File: config.mk
export PLATFORM = sky130hd
export DESIGN_NAME = coe_accum_iq
export DESIGN_NICKNAME = d
export VERILOG_FILES = /design/src/rtl/coe_acc_pkg.sv /design/src/rtl/coe_dline.sv /design/src/rtl/coe_accum_iq.sv
export SDC_FILE = /design/constraint.sdc
export NUM_CORES = 2
export LEC_CHECK = 0
export CAP_MARGIN = 20
export CORE_MARGIN = 5
export CORE_UTILIZATION = 45
export CTS_CLUSTER_SIZE = 20
export DETAILED_ROUTE_END_ITERATION = 8
export DONT_BUFFER_PORTS = 1
export GPL_ROUTABILITY_DRIVEN = 0
export GPL_TIMING_DRIVEN = 1
export PLACE_DENSITY = 0.58
export SETUP_SLACK_MARGIN = 0.05
export SLEW_MARGIN = 20
export SYNTH_ARGS = -nofsm -noshare
export SYNTH_HDL_FRONTEND = slang
export SYNTH_SLANG_ARGS = --single-unit
File: constraint.sdc
create_clock -name clk -period 10.3 [get_ports clk]
set_input_delay 1.03 -clock clk [delete_from_list [all_inputs] [get_ports clk]]
set_output_delay 1.03 -clock clk [all_outputs]
set_load 0.05 [all_outputs]
File: src/rtl/coe_acc_pkg.sv
// Shared types and helpers for the coefficient accumulator (coe_accum_iq).
// Holds the mode encodings and the saturate/wrap width-fitting functions.
package coe_acc_pkg;

  typedef enum logic {
    ACC   = 1'b0,
    LEAKY = 1'b1
  } mode_e;

  localparam int unsigned CALC_W = 64;

  // Fit a wide signed value into w bits: clamp when sat is set, else two's complement wrap.
  function automatic logic signed [CALC_W-1:0] fit_w(
    input logic signed [CALC_W-1:0] v,
    input int unsigned              w,
    input logic                     sat
  );
    logic signed [CALC_W-1:0] hi;
    logic signed [CALC_W-1:0] lo;
    logic signed [CALC_W-1:0] m;
    hi = (64'sd1 <<< (w - 1)) - 64'sd1;
    lo = -hi - 64'sd1;
    m  = v & ((64'sd1 <<< w) - 64'sd1);
    if (m > hi) m = m - (64'sd1 <<< w);
    if (sat) begin
      if (v > hi)      fit_w = hi;
      else if (v < lo) fit_w = lo;
      else             fit_w = v;
    end else begin
      fit_w = m;
    end
  endfunction

  // True when v lies outside the signed range of w bits.
  function automatic logic fit_ovf(
    input logic signed [CALC_W-1:0] v,
    input int unsigned              w
  );
    logic signed [CALC_W-1:0] hi;
    logic signed [CALC_W-1:0] lo;
    hi = (64'sd1 <<< (w - 1)) - 64'sd1;
    lo = -hi - 64'sd1;
    fit_ovf = (v > hi) || (v < lo);
  endfunction

endpackage

File: src/rtl/coe_dline.sv
// Register-based circular delay line: DEPTH x W entries, one read and one write at ptr.
// Synchronous active-low clear of all entries.
module coe_dline #(
  parameter int unsigned W     = 16,
  parameter int unsigned DEPTH = 32
) (
  input  logic                       clk,
  input  logic                       reset,
  input  logic                       i_we,
  input  logic [$clog2(DEPTH)-1:0]   i_ptr,
  input  logic signed [W-1:0]        i_wdata,
  output logic signed [W-1:0]        o_rdata_c
);

  logic signed [W-1:0] r_mem [DEPTH];

  always_ff @(posedge clk) begin
    if (!reset) begin
      for (int i = 0; i < DEPTH; i++) r_mem[i] <= '0;
    end else if (i_we) begin
      r_mem[i_ptr] <= i_wdata;
    end
  end

  assign o_rdata_c = r_mem[i_ptr];

endmodule

File: src/rtl/coe_accum_iq.sv
// I/Q coefficient accumulator over a DEPTH-slot circular delay line (accumulate or leaky mode).
// Define COE_ACC_SAT_EN to saturate results and enable the sticky ovf flag; otherwise results wrap.
module coe_accum_iq
  import coe_acc_pkg::*;
#(
  parameter int unsigned W     = 16,
  parameter int unsigned DEPTH = 32,
  parameter int unsigned LAMDA = 8
) (
  input  logic                       clk,
  input  logic                       reset,
  input  logic                       in_valid,
  input  logic signed [W-1:0]        x_i,
  input  logic signed [W-1:0]        x_q,
  input  logic                       mode,
  input  logic                       clr,
  output logic signed [W-1:0]        y_i,
  output logic signed [W-1:0]        y_q,
  output logic                       out_valid,
  output logic                       out_sof,
  output logic [$clog2(DEPTH)-1:0]   out_slot,
  output logic                       ovf
);

  localparam int unsigned AW = $clog2(DEPTH);
  localparam int unsigned CW = AW + 1;
  localparam int unsigned WE = W + 2;

  logic [AW-1:0]        r_ptr;
  logic [CW-1:0]        r_clr_cnt;
  logic                 w_clearing;
  logic signed [W-1:0]  w_x   [2];
  logic signed [W-1:0]  w_rd  [2];
  logic signed [W-1:0]  w_old [2];
  logic signed [WE-1:0] w_sum [2];
  logic signed [W-1:0]  w_new [2];
`ifdef COE_ACC_SAT_EN
  logic                 w_sat [2];
`endif

  assign w_x[0]     = x_i;
  assign w_x[1]     = x_q;
  assign w_clearing = clr || (r_clr_cnt != '0);

  for (genvar ch = 0; ch < 2; ch++) begin : g_ch
    coe_dline #(.W(W), .DEPTH(DEPTH)) u_dline (
      .clk       (clk),
      .reset     (reset),
      .i_we      (in_valid),
      .i_ptr     (r_ptr),
      .i_wdata   (w_new[ch]),
      .o_rdata_c (w_rd[ch])
    );

    // Clearing passes read zero instead of the stored slot value.
    assign w_old[ch] = w_clearing ? '0 : w_rd[ch];
    assign w_sum[ch] = (mode_e'(mode) == LEAKY)
                     ? WE'(w_old[ch]) - WE'(w_old[ch] >>> LAMDA) + WE'(w_x[ch] >>> LAMDA)
                     : WE'(w_old[ch]) + WE'(w_x[ch] >>> LAMDA);

`ifdef COE_ACC_SAT_EN
    assign w_new[ch] = W'(fit_w(CALC_W'(w_sum[ch]), W, 1'b1));
    assign w_sat[ch] = fit_ovf(CALC_W'(w_sum[ch]), W);
`else
    assign w_new[ch] = W'(fit_w(CALC_W'(w_sum[ch]), W, 1'b0));
`endif
  end

  always_ff @(posedge clk) begin
    if (!reset) begin
      r_ptr     <= '0;
      r_clr_cnt <= '0;
      y_i       <= '0;
      y_q       <= '0;
      out_valid <= 1'b0;
      out_sof   <= 1'b0;
      out_slot  <= '0;
    end else begin
      out_valid <= in_valid;
      out_sof   <= in_valid && (r_ptr == '0);
      // A clr with a sample counts that sample as the first cleared one.
      if (clr)
        r_clr_cnt <= in_valid ? CW'(DEPTH - 1) : CW'(DEPTH);
      else if (in_valid && (r_clr_cnt != '0))
        r_clr_cnt <= r_clr_cnt - 1'b1;
      if (in_valid) begin
        r_ptr    <= r_ptr + 1'b1;
        out_slot <= r_ptr;
        y_i      <= w_new[0];
        y_q      <= w_new[1];
      end
    end
  end

`ifdef COE_ACC_SAT_EN
  always_ff @(posedge clk) begin
    if (!reset)
      ovf <= 1'b0;
    else if (in_valid && (w_sat[0] || w_sat[1]))
      ovf <= 1'b1;
  end
`else
  assign ovf = 1'b0;
`endif

endmodule

==> metrics.md <==
| Metric | Value |
|---|---|
| Drt first-iter violations | `3690` |
| Leakage Power | `19.7 nW` |
| Hold WC Path Type | `input port to flip-flop` |
| Synth top area share | `61.8%` |
| Sequential element share of the synthesized area | `64.0%` |
| Kind of launch point of the worst setup path | `flip-flop` |
| Skew-Pair Late Insertion Delay | `710 ps` |
| Wire length of the first global-routing pass | `210000 um` |
| Total of fill cells in the finished design | `9314` |
| EDFF count, synth | `1024` |
| Final ANT Viol Nets | `0` |
| Clock tree from TritonCTS | `done` |
| Final critical-path required period | `6910 ps` |
| Post-synthesis register bit count | `1079` |
| Net total in the final layout | `3609` |
| Floorplan row count | `122` |
| Distinct cell type count of the synthesized netlist | `68` |
| Top post-synthesis cells by area | `edfxtp_1, mux4_2, nor2_1, dfxtp_1, clkbuf_1` |
| CTS max path bufs | `3` |
| Netlist Area Pre-Place | `49800 um^2` |
| Post-route setup TNS | `0 ps` |
| Data arrival time of the critical path | `7310 ps` |
| Die Area | `117000 um^2` |
| Unrepaired setup endpoints after global routing | `false` |
| Dominant combinational cell family by area after synthesis | `multiplexers` |
| Req. time, crit path | `10700 ps` |
| Post-cts hold buffer count | `0` |
| Final Max Tran Viols | `0` |
| Mean cell area of the mapped netlist | `14.0 um^2` |
| Type of element capturing the critical path | `flip-flop` |
| Worst setup timing slack at the placement stage | `3210 ps` |
| Proportion of register bits with asynchronous set or reset after synthesis | `0%` |
| Final period util | `67.1%` |
| Port bufs | `0` |
| Share of cells above drive strength 1 | `19.4%` |
| Buffer count from post-CTS setup fixing | `0` |
| Depth of the CTS H-tree | `3` |
| Die Span X | `343 um` |
| Instance count of the mapped netlist | `3567` |
| Overall fraction of global-route tracks in use | `24.9%` |
| Area of placed instances | `51600 um^2` |
| Setup violations, final | `0` |
| Endpoints failing hold | `0` |
| Routed via count | `29900` |
| Pin slew with the least headroom to its limit | `1150 ps` |
| Routed via count divided by cell count | `5.91` |
| Timing-limited maximum frequency | `145 MHz` |
| Yosys warning total | `0` |
| Cell taking the most area after synthesis | `edfxtp_1` |
| Cell area after layout | `55500 um^2` |
| Maximum resistive drop on vdd | `0.000159 V` |
| Post-DR wirelength/cell | `28.9 um` |
| Simple logic cell fraction of the synthesized area | `10.4%` |
| Vias in the first global route | `29800` |
| Post-detailed-routing wire length | `146000 um` |
| Post-synthesis net count | `3706` |
| Max transition margin | `23.2%` |
| CTS Sinks | `1079` |
| Height of the die | `343 um` |
| Multiplexer area fraction after synthesis | `14.9%` |
| 1st-pass router iterations | `5` |
| Leading register cell type out of synthesis | `edfxtp_1` |
| PnR worst setup slack | `3390 ps` |
| Share of the synthesized area in compound gates (AO/OA/AOI/OAI) | `3.60%` |
| Antenna violations before repair | `1` |
| Sum of net half-perimeters after detailed placement | `78500 um` |
| Synth Area in XOR/XNOR | `0.722%` |
| Clk pin slew, worst setup/hold paths | `60 ps` |
| MaxCap Viol Count | `0` |
| Number of buffers inserted during clock tree synthesis | `110` |
| Number of top-level design ports | `77` |
| Starting density of the core | `45.2%` |
| Final hold slack | `430 ps` |
| DRC viols | `0` |
| Largest clock skew in the final design | `34.5 ps` |
| # resized after CTS | `0` |
| Maximum fanout encountered on the critical timing path | `58` |
| Largest net degree at the start of global routing | `79` |
| Diodes inserted | `0` |
| Area Overhead vs Synth | `11.5%` |
| Result of the run | `completed` |
| Crit Path Category | `flip-flop to flip-flop` |
| Area of the placeable core | `110000 um^2` |
| Clock root buffer master | `clkbuf_16` |
| Adder-cell share of the synthesized area | `3.05%` |
| Overall power of the completed layout | `10.9 mW` |
| Overflow after GRT | `0` |
| Power per standard cell area | `196 nW/um^2` |
==> metal layers <==
metal	GRT usage, %	vias up	part of all wire (%)
li1	-	12800	-
met2	41.1	1347	49
met4	9.38	0	4.1
met5	0	-	0
met3	4.04	258	8.4
met1	33.6	15500	39
==> cell usage after synthesis, drive strengths merged, types with 6 or more instances <==
cell,instances
a211oi,28
a21o,49
a21oi,94
a31oi,7
and2,6
buf,52
clkbuf,256
dfxtp,55
edfxtp,1024
fa,32
ha,70
inv,117
mux2i,18
mux4,319
nand2,127
nand2b,36
nand3,9
nor2,1062
nor2b,7
nor3,13
o21a,12
o21ai,59
xnor2,28
xor2,10
==> flip-flops by register name, summed over array words and instances, names as in the netlist, named ones only <==
register and count:
g_ch.u_dline.r_mem 1024, y_i 16, y_q 16, r_clr_cnt 6, out_slot 5, r_ptr 5, out_sof 1, out_valid 1
==> area by class of cell <==
type	count	area, um^2	area share [%]
Sequential cell	1079	31900	57.5
Multi-Input combinational cell	2061	16600	30.0
Clock buffer	128	2840	5.12
Tap cell	1488	1860	3.36
Timing Repair Buffer	99	946	1.71
Clock inverter	79	885	1.59
Inverter	119	447	0.805
==> where the power goes <==
group | internal [mW] | switching (mW) | total (mW)
combinational | 0.547 | 1.07 | 1.62
sequential | 4.96 | 0.127 | 5.09
clock | 2.43 | 1.74 | 4.16
total | 7.94 | 2.93 | 10.9
==> cells by family after synthesis <==
group / count (synthesis)
simple gates: 1296
flops: 1079
buf+inv: 427
mux: 339
compound gates: 285
fa+ha+maj: 102
xor+xnor: 38
other cells: 1
==> critical path: stages, from the launching register on <==
cell	delay, ps
dfxtp_4	980
buf_4	810
mux4_2	430
mux4_2	470
nand2_1	80
a21o_1	240
inv_1	120
ha_1	280
inv_1	50
ha_1	180
inv_1	70
fa_1	430
nor2b_1	150
o21ai_0	110
nand2b_1	150
a211oi_1	120
o31ai_1	500
a41oi_1	320
a31oi_4	970
nor2_1	80
==> metrics by stage <==
stage          cells  util (%)
2_1_floorplan   3567         -
3_3_place_gp    4837      46.7
3_5_place_dp    4839      46.8
4_1_cts         5046      50.2
5_1_grt         5053      50.3
6_report        5053      50.3
==> path summary, 6_finish.rpt <==
| path | depth (start not counted) | slack, ps | end | start |
|---|---|---|---|---|
| min reg2reg | 2 | 480 | r_clr_cnt[1] | r_clr_cnt[1] |
| max reg2reg | 19 | 3390 | g_ch[1].u_dline.r_mem[14][12] | flip-flop |
| max | 19 | 3390 | g_ch[1].u_dline.r_mem[14][12] | flip-flop |
| min | 1 | 430 | y_i[9] | in_valid |
==> cells in the final DEF, fill, tap and decap left out, types with 8 or more instances in the layout <==
cell type	instances
dfxtp_1	50
nand2b_1	36
nor2_1	1051
mux2i_1	14
nand2_2	62
clkinv_1	31
buf_4	86
nand2_1	63
o21ai_0	51
inv_1	117
a21oi_1	87
nor3_1	12
nand3_1	9
nor2_2	10
a21o_1	49
edfxtp_1	1024
xor2_1	8
clkinv_2	22
ha_1	70
o21a_1	12
a211oi_1	28
xnor2_1	28
fa_1	32
clkbuf_16	111
clkbuf_1	17
mux4_2	318
bufinv_16	18
Note: power is estimated with default switching activity, not from simulation.
